==> src/rtl/sync_stream_rx.sv <==
// Raster stream receiver: turns VSYNC/HSYNC-qualified pixels into a linearly
// addressed pixel stream and enforces frame geometry before layer 0.
module sync_stream_rx #(
    parameter int  dataWidth  = 12,
    parameter int  img_width  = 64,
    parameter int  img_height = 64,
    localparam int ADDR_W     = $clog2(img_width * img_height),
    localparam int X_W        = $clog2(img_width + 1),
    localparam int L_W        = $clog2(img_height + 1)
) (
    input  logic                 clk,
    input  logic                 rst_n,
    input  logic [dataWidth-1:0] in,
    input  logic                 HSYNC,
    input  logic                 VSYNC,
    output logic [dataWidth-1:0] pix_out,
    output logic                 pix_valid,
    output logic [ADDR_W-1:0]    pix_addr,
    output logic                 frame_start,
    output logic                 frame_done,
    output logic                 frame_ok,
    output logic [3:0]           err_code
);

    typedef enum logic [1:0] {
        S_WAIT_LOW = 2'd0,
        S_ARMED    = 2'd1,
        S_FRAME    = 2'd2
    } state_t;

    localparam logic [X_W-1:0]    X_MAX = X_W'(img_width);
    localparam logic [X_W-1:0]    X_ONE = X_W'(1);
    localparam logic [L_W-1:0]    L_MAX = L_W'(img_height);
    localparam logic [L_W-1:0]    L_ONE = L_W'(1);
    localparam logic [ADDR_W-1:0] A_MAX = ADDR_W'(img_width * img_height - 1);
    localparam logic [ADDR_W-1:0] A_ONE = ADDR_W'(1);

    state_t                 r_state;
    state_t                 w_state_nxt;
    logic                   r_vs_q;
    logic                   r_hs_q;
    logic [X_W-1:0]         r_x;
    logic [X_W-1:0]         w_x_cur;
    logic [X_W-1:0]         w_x_nxt;
    logic [L_W-1:0]         r_line;
    logic [L_W-1:0]         w_line_cur;
    logic [L_W-1:0]         w_line_nxt;
    logic [L_W-1:0]         w_le_line;
    logic [L_W-1:0]         w_line_fin;
    logic [ADDR_W-1:0]      r_cnt;
    logic [ADDR_W-1:0]      w_cnt_cur;
    logic [ADDR_W-1:0]      w_cnt_nxt;
    logic [3:0]             r_err;
    logic [3:0]             w_err_cur;
    logic [3:0]             w_err_nxt;
    logic [3:0]             w_err_fin;
    logic                   w_vs_rise;
    logic                   w_start;
    logic                   w_active;
    logic                   w_le_short;
    logic                   w_emit;
    logic                   w_done;
    logic                   w_ok;
    logic [dataWidth-1:0]   r_pix_out;
    logic                   r_pix_valid;
    logic [ADDR_W-1:0]      r_pix_addr;
    logic                   r_frame_start;
    logic                   r_frame_done;
    logic                   r_frame_ok;

    assign w_vs_rise  = VSYNC & ~r_vs_q;
    assign w_start    = (r_state == S_ARMED) & w_vs_rise;
    assign w_active   = w_start | ((r_state == S_FRAME) & VSYNC);

    // The frame-start cycle works on freshly cleared counters so a pixel
    // present on the VSYNC rise is accepted at address 0.
    assign w_x_cur    = w_start ? '0 : r_x;
    assign w_line_cur = w_start ? '0 : r_line;
    assign w_cnt_cur  = w_start ? '0 : r_cnt;
    assign w_err_cur  = w_start ? 4'b0000 : r_err;

    assign w_le_short = (r_x != X_MAX) && (r_line < L_MAX);
    assign w_le_line  = (r_line == L_MAX) ? r_line : r_line + L_ONE;
    assign w_line_fin = r_hs_q ? w_le_line : r_line;
    assign w_err_fin  = r_err | {(w_line_fin < L_MAX), 2'b00, (r_hs_q & w_le_short)};

    // State register
    always_ff @(posedge clk or negedge rst_n) begin
        if (!rst_n) begin
            r_state <= S_WAIT_LOW;
        end else begin
            r_state <= w_state_nxt;
        end
    end

    // Next-state logic
    always_comb begin
        w_state_nxt = r_state;
        case (r_state)
            S_WAIT_LOW: begin
                if (!VSYNC) begin
                    w_state_nxt = S_ARMED;
                end else begin
                    w_state_nxt = S_WAIT_LOW;
                end
            end
            S_ARMED: begin
                if (w_vs_rise) begin
                    w_state_nxt = S_FRAME;
                end else begin
                    w_state_nxt = S_ARMED;
                end
            end
            S_FRAME: begin
                if (!VSYNC) begin
                    w_state_nxt = S_ARMED;
                end else begin
                    w_state_nxt = S_FRAME;
                end
            end
            default: begin
                w_state_nxt = S_WAIT_LOW;
            end
        endcase
    end

    // Pixel acceptance, line-end and frame-end rules
    always_comb begin
        w_x_nxt    = r_x;
        w_line_nxt = r_line;
        w_cnt_nxt  = r_cnt;
        w_err_nxt  = r_err;
        w_emit     = 1'b0;
        w_done     = 1'b0;
        w_ok       = 1'b0;
        if (w_active) begin
            w_x_nxt    = w_x_cur;
            w_line_nxt = w_line_cur;
            w_cnt_nxt  = w_cnt_cur;
            w_err_nxt  = w_err_cur;
            if (HSYNC) begin
                if (w_line_cur == L_MAX) begin
                    w_err_nxt = w_err_cur | 4'b0100;
                end else if (w_x_cur == X_MAX) begin
                    w_err_nxt = w_err_cur | 4'b0010;
                end else begin
                    w_emit    = 1'b1;
                    w_x_nxt   = w_x_cur + X_ONE;
                    w_cnt_nxt = (w_cnt_cur == A_MAX) ? w_cnt_cur : w_cnt_cur + A_ONE;
                end
            end else if (r_hs_q && !w_start) begin
                w_x_nxt    = '0;
                w_line_nxt = w_le_line;
                w_err_nxt  = r_err | {3'b000, w_le_short};
            end else begin
                w_x_nxt = w_x_cur;
            end
        end else if (r_state == S_FRAME) begin
            // VSYNC dropped: close any open line, then judge the frame.
            w_x_nxt    = '0;
            w_line_nxt = w_line_fin;
            w_err_nxt  = w_err_fin;
            w_done     = 1'b1;
            w_ok       = (w_err_fin == 4'b0000);
        end else begin
            w_done = 1'b0;
        end
    end

    // Sync sampling, frame counters and registered outputs
    always_ff @(posedge clk or negedge rst_n) begin
        if (!rst_n) begin
            r_vs_q        <= 1'b0;
            r_hs_q        <= 1'b0;
            r_x           <= '0;
            r_line        <= '0;
            r_cnt         <= '0;
            r_err         <= 4'b0000;
            r_pix_out     <= '0;
            r_pix_valid   <= 1'b0;
            r_pix_addr    <= '0;
            r_frame_start <= 1'b0;
            r_frame_done  <= 1'b0;
            r_frame_ok    <= 1'b0;
        end else begin
            r_vs_q        <= VSYNC;
            r_hs_q        <= HSYNC;
            r_x           <= w_x_nxt;
            r_line        <= w_line_nxt;
            r_cnt         <= w_cnt_nxt;
            r_err         <= w_err_nxt;
            r_pix_valid   <= w_emit;
            r_frame_start <= w_start;
            r_frame_done  <= w_done;
            r_frame_ok    <= w_ok;
            if (w_emit) begin
                r_pix_out  <= in;
                r_pix_addr <= w_cnt_cur;
            end
        end
    end

    assign pix_out     = r_pix_out;
    assign pix_valid   = r_pix_valid;
    assign pix_addr    = r_pix_addr;
    assign frame_start = r_frame_start;
    assign frame_done  = r_frame_done;
    assign frame_ok    = r_frame_ok;
    assign err_code    = r_err;

endmodule

==> config.mk <==
export PLATFORM = sky130hd
export DESIGN_NAME = sync_stream_rx
export DESIGN_NICKNAME = d
export VERILOG_FILES = /design/src/rtl/sync_stream_rx.sv
export SDC_FILE = /design/constraint.sdc
export NUM_CORES = 1
export LEC_CHECK = 0
export ABC_AREA = 0
export CAP_MARGIN = 20
export CORE_UTILIZATION = 48
export DETAILED_ROUTE_END_ITERATION = 12
export PLACE_DENSITY = 0.78
export RECOVER_POWER = 25
export REMOVE_ABC_BUFFERS = 1
export SETUP_SLACK_MARGIN = 0.1
export SYNTH_ARGS = -nofsm -noshare
export SYNTH_HDL_FRONTEND = slang
export SYNTH_SLANG_ARGS = --single-unit
==> constraint.sdc <==
create_clock -name clk -period 2.65 [get_ports clk]
set_input_delay 0.53 -clock clk [delete_from_list [all_inputs] [get_ports clk]]
set_output_delay 0.53 -clock clk [all_outputs]
set_load 0.03 [all_outputs]
* Word level (Yosys, flattened, before mapping)
Cells that the tools add are included.
** Storage, ports and cells
- Word-level logic and storage cells :: 77
- Output and inout bits :: 32
- Input port bits :: 16
- Bits in registers :: 62
** Cells by class
- Add/sub/neg operators :: 3
- $lt $le $gt $ge :: 2
- Reduce and logical (&&, ||, !) cells :: 6
- Bitwise logic cells :: 8
- Equality and inequality tests :: 7
- Multiplexer cells :: 38
** Operator list (number)
- 7-bit two-way mux :: 14
- 12-bit two-way mux :: 5
- 7-bit equality test (second input constant) :: 3
- 4-bit two-way mux :: 5
- 7-bit by 1-bit adder with 7-bit output (second input constant) :: 2
- 7-bit less-than comparator (second input constant) :: 2
- 12-bit by 1-bit adder with 12-bit output (second input constant) :: 1
- 12-bit equality test (second input constant) :: 1
- 1-bit two-way mux :: 9
- 7-bit inequality test (second input constant) :: 1
- 2-bit two-way mux :: 3
- 2-bit one-hot mux with 3 select lines :: 1
- 1-bit AND :: 4
- 4-bit logical NOT :: 1
- 4-bit by 1-bit OR with 4-bit output :: 1
- 4-bit OR :: 1
- 3-bit two-way mux :: 1
- 2-bit by 1-bit equality test with 1-bit output (second input constant) :: 1
- 2-bit equality test (second input constant) :: 1
- 1-bit logical AND :: 2
- 2-bit logical NOT :: 1
- 2-bit nonzero test :: 1
- 1-bit logical NOT :: 1
- 1-bit NOT :: 1
- 1-bit OR :: 1

* Longest topological paths before layout
Gate-level depths: netlist of run 1.
- Depth after elaboration :: 9
- Mapped depth :: 13
- Mapped depth without buffers :: 9

* Worst setup path after synthesis of run 1
Ideal clock, no wire load.
- Path type :: input-to-reg
- Start :: in VSYNC
- End :: reg r_cnt[10]
- Setup slack :: -141 ps
- Cell stages on the path :: 11
- Arrival :: 2712 ps
- Buffers on the path :: 3
- Cell sequence :: buf_4 -> nand4bb_2 -> buf_4 -> buf_2 -> and2_1 -> ha_1 -> and4_1 -> and4_1 -> or3_1 -> nor4b_2 -> mux2i_1
** On the way
- Word-level cells in the longest chain between the ends :: 8
- Elaborated cells between the ends (all ways) :: 15
- Those cells by class :: add/sub (1); eq/ne (3); mux (7); bitwise (4)
** RTL lines
- start, declared :: line 15 : input logic VSYNC,
- 1-bit AND (*) :: line 71 : assign w_vs_rise = VSYNC & ~r_vs_q;
- 1-bit AND (*) :: line 72 : assign w_start = (r_state == S_ARMED) & w_vs_rise;
- 12-bit two-way mux (*) :: line 79 : assign w_cnt_cur = w_start ? '0 : r_cnt;
- named net w_cnt_cur[1] :: line 51 : logic [ADDR_W-1:0] w_cnt_cur;
- 12-bit by 1-bit adder with 12-bit output or 12-bit equality test (tied branches) :: line 149 : w_cnt_nxt = (w_cnt_cur == A_MAX) ? w_cnt_cur : w_cnt_cur + A_ONE;
- 12-bit two-way mux (*) :: line 149
- 12-bit two-way mux (*) :: line 144 : end else if (w_x_cur == X_MAX) begin
- 12-bit two-way mux (*) :: line 142 : if (w_line_cur == L_MAX) begin
- 12-bit two-way mux (*) :: line 141 : if (HSYNC) begin
- end signal, assigned :: line 190 : r_cnt <= w_cnt_nxt;
- end, declared :: line 50 : logic [ADDR_W-1:0] r_cnt;
The timed path passes the listed nets; every way through them passes the cells marked *.
A chain may end at the register's enable or synchronous reset.

* Worst setup path in the final report of run 1
- Start :: reg r_vs_q
- End :: reg r_cnt[10]
** On the way
- Word-level cells in the longest chain between the ends :: 9
- Elaborated cells between the ends (all ways) :: 15
- Those cells by class :: add/sub (1); eq/ne (3); mux (7); bitwise (4)
** RTL lines
- start, declared :: line 40 : logic r_vs_q;
- start signal, assigned :: line 173 : r_vs_q <= 1'b0;
- start signal, assigned :: line 186 : r_vs_q <= VSYNC;
- 1-bit NOT (*) :: line 71
- 1-bit AND (*) :: line 71
- 1-bit AND (*) :: line 72
- 12-bit two-way mux (*) :: line 79
- named net w_cnt_cur[1] :: line 51
- 12-bit by 1-bit adder with 12-bit output or 12-bit equality test (tied branches) :: line 149
- 12-bit two-way mux (*) :: line 149
- 12-bit two-way mux (*) :: line 144
- 12-bit two-way mux (*) :: line 142
- 12-bit two-way mux (*) :: line 141
Marked as above.

==> results.sh, run 1 <==
export IMPL_fp_row_count=28
export IMPL_fraction_of_power_spent_switching_nets=0.324
export IMPL_core_area_mm2=0.00606
export IMPL_crit_required_ns=2.91
export IMPL_chipHeight_um=82.3
export IMPL_clock_sinks=62
export IMPL_timing_hold_ws_ns=0.470
export IMPL_grt_pass1_wl_um=12500
export IMPL_syn_instance_count=331
export IMPL_status="complete, but fails checks"
export IMPL_cts_hold_buf=0
export IMPL_wl_met1_um=3240
export IMPL_worst_slew_pin_transition_ns=1.50
export IMPL_antenna_cells_inserted=0
export IMPL_synth_seq_cells=62
export IMPL_cts_htree_levels=3
export IMPL_worstPathArrival_ns=2.70
export IMPL_drt_total_wl_um=7540
export IMPL_fin_cells=494
export IMPL_total_half_perimeter_wirelength_after_legalization_and_detailed_placement_um=5410
export IMPL_finClkSkew_ns=0.00816
export IMPL_path_common_cell="sky130_fd_sc_hd__and4_1"
export IMPL_critPathTopFamily="simple AND/OR/NAND/NOR gates"
export IMPL_die_area_mm2=0.00677
export IMPL_max_freq_mhz=411
export IMPL_highest_metal_layer_used_by_the_detailed_router="met4"
export IMPL_grt_pass1_vias=2574
export IMPL_fin_tns_setup_ns=0
export IMPL_power_density_of_the_placed_cells_mw_per_mm2=653
export IMPL_grt_max_degree=63
export IMPL_path_class="reg -> reg"
export IMPL_drt_wirelength_per_cell_um=15.3
export IMPL_violations="capacitance limit, slew limit"
export IMPL_antenna_violations_before_repair=0
export IMPL_hp_class="reg -> reg"
export IMPL_globalRoute_totalOverflow=0
export IMPL_tritoncts_num_buffers=9
export IMPL_drt_via_density=5.59
export IMPL_total_switching_power_uw=862
export IMPL_io_buffer_count=47
export IMPL_start_util=0.510
export IMPL_critical_path_max_fanout=4
export IMPL_endpoint_class_of_the_critical_path="register"
export IMPL_clk_insertion_delay_late_ns=0.35
export IMPL_dp_cells=478
export IMPL_met3_wirelength_um=494
export IMPL_drc=0
export IMPL_gpl_final_weighted_congestion=0.894
export IMPL_clk_root_buffer_cell="sky130_fd_sc_hd__clkbuf_8"
export IMPL_mostFrequentLayoutCell="sky130_fd_sc_hd__nand2_1"
export IMPL_post_route_min_period_ns=2.44
export IMPL_synth_sequential_area_ratio=0.502
export IMPL_post_layout_total_power_uw=2660
export IMPL_syn_avg_cell_area_um2=9.34
export IMPL_timing_slew_headroom=-0.00313
export IMPL_power_share_combinational=0.268
export IMPL_p_int_uw=1800
export IMPL_grt_usage=0.251
export IMPL_power_static_leakage_uw=0.00184
export IMPL_io_pins=48
export IMPL_met2_wirelength_um=3680
export IMPL_seq_power_share=0.429
export IMPL_synth_flop_cell="sky130_fd_sc_hd__dfrtp_1"
export IMPL_setup_viol_count_final=0
export IMPL_die_x_um=82.3
export IMPL_critical_path_cell_by_cell="nand4bb_4 -> and2_1 -> ha_1 -> and4_1 -> and4_1 -> or3_4 -> nor4b_4 -> mux2i_1"
export IMPL_hold_violations=0
export IMPL_clock_path_buffers=2
export IMPL_critical_path_max_stage_delay_ns=0.40
export IMPL_final_nets=435
export IMPL_synth_cell_type_count=60
export IMPL_final_period_utilization=0.919
export IMPL_ir_drop_mv=0.537
export IMPL_synth_async_reset_ratio=1.00
export IMPL_commonest_cells_after_routing_fill_and_taps_aside="sky130_fd_sc_hd__nand2_1 (89), sky130_fd_sc_hd__dfrtp_1 (62), sky130_fd_sc_hd__clkdlybuf4s50_1 (45)"
export IMPL_post_synth_instance_area_mm2=0.00309
export IMPL_ys_warn_count=0
export IMPL_drv_slew=62
export IMPL_drt_pass_1_iters=5
export IMPL_number_of_synthesized_flops_with_an_enable_pin=0
export IMPL_p_clk_frac=0.303
export IMPL_layout_drive_gt1_share=0.162
export IMPL_syn_to_final_growth_pct=31.8
export IMPL_routed_via_count=2761
export IMPL_cap_viol_max_count=1
export IMPL_timing_critical_path_from_type="register"
export IMPL_worst_setup_hold_path_clk_slew_ns=0.07
export IMPL_first_iter_violations=263
export IMPL_critPathBufInv=0
export IMPL_tritoncts="done"
export IMPL_drt_antenna_violating_nets=0
export IMPL_crit_path_top_delay_cell="sky130_fd_sc_hd__dfrtp_1"
export IMPL_setup_repair_after_global_routing_missed_its_margin="yes"
[synthesized netlist by cell type (all sizes together) (6+ instances only)]
master,count,area share
nand2,90,0.11
dfrtp,62,0.50
nand3,22,0.037
o21ai,18,0.029
nor2,12,0.015
a21oi,11,0.019
buf,11,0.022
inv,11,0.013
nand4,7,0.014
nor3,6,0.011
[logic make-up (layout without fill, tap and decap cells)]
logic type,count (synthesis),in the layout,share of synthesized area
adders and majority gates,5,5,0.0202
and+or+nand+nor,173,173,0.284
xor gates and xnor gates,6,6,0.0170
muxes,5,5,0.0162
buffers and inverters,24,112,0.0376
DFF,62,62,0.502
AOI/OAI and AO/OA,56,56,0.123
[worst reg2reg max path: cells and delay by family, from the launching register on]
kind / cells / cell delay [ns]
and+or+nand+nor: 6 / 1.48
adders and majority gates: 1 / 0.23
muxes: 1 / 0.23
DFF: 1 / 0.40
[stage by stage]
step | setup slack [ns] | area, um2 | util
floorplan | -0.416 | 3020 | -
global placement | -0.273 | 3860 | 0.637
detailed placement | -0.402 | 3860 | 0.637
CTS | 0.147 | 4070 | 0.672
global route | 0.0956 | 4080 | 0.672
finish | 0.215 | 4080 | 0.672
[cell type report]
type	instances	area, um2
clock buffers	9	124
clock inverters	7	65.1
fillers	489	1990
inverters	11	41.3
multi-input cells	245	1460
flip-flops and latches	62	1550
well taps	75	93.8
repair buffers	85	743
[repair_timing]
item                                   CTS  global route
buffers inserted                         0             0
setup endpoints to repair                4             2
endpoints found under the hold margin    0             0
pin swaps                                1             1
resized for setup                        4             1
[sequential cells by signal, indices dropped and copies added, names as in the netlist]
register / count
r_x: 7
err_code: 4
frame_done: 1
r_vs_q: 1
frame_start: 1
r_cnt: 12
pix_out: 12
pix_valid: 1
r_hs_q: 1
frame_ok: 1
r_line: 7
pix_addr: 12
r_state: 2
[routing by layer]
metal / track usage / vias to the layer above
met5: 0 / -
met3: 0.0495 / 12
met4: 0.109 / 0
met2: 0.400 / 105
met1: 0.332 / 1308
li1: - / 1336
[worst paths after layout]
path,slack (ns),depth (start not counted),end,startpoint
setup / recovery,0.21,8,r_cnt[10],r_vs_q
min in group asynchronous,0.63,2,r_x[6],rst_n
setup reg to reg,0.21,8,r_cnt[10],r_vs_q
hold reg to reg,0.47,2,pix_addr[5],pix_addr[5]
hold / removal,0.47,2,pix_addr[5],pix_addr[5]
max in group asynchronous,1.11,2,r_line[4],rst_n
[power groups by stage]
| stage | combinational (uW) | clock, uW | sequential (uW) |
|---|---|---|---|
| 4_1_cts | 719 | 821 | 1140 |
| 3_5_place_dp | 715 | 0 | 1160 |
| 5_1_grt | 770 | 860 | 1160 |
| 6_report | 712 | 807 | 1140 |
| 3_3_place_gp | 694 | 0 | 1150 |
| 2_1_floorplan | 199 | 0 | 1320 |
Power figures use the tool's default switching activity.
==> inputs of run 2 (changes only) <==
==> constraint.sdc (replaced) <==
create_clock -name clk -period 2.65 [get_ports clk]
set_input_delay 0.53 -clock clk [delete_from_list [all_inputs] [get_ports clk]]
set_output_delay 0.53 -clock clk [all_outputs]
set_load 0.05 [all_outputs]
==> results of run 2 <==
The final DEF is identical to that of run 1. Status: complete, but fails checks: capacitance limit, slew limit.
Among the figures that moved: total power 2660 uW -> 2790 uW; worst IR drop on VDD 0.537 mV -> 0.616 mV
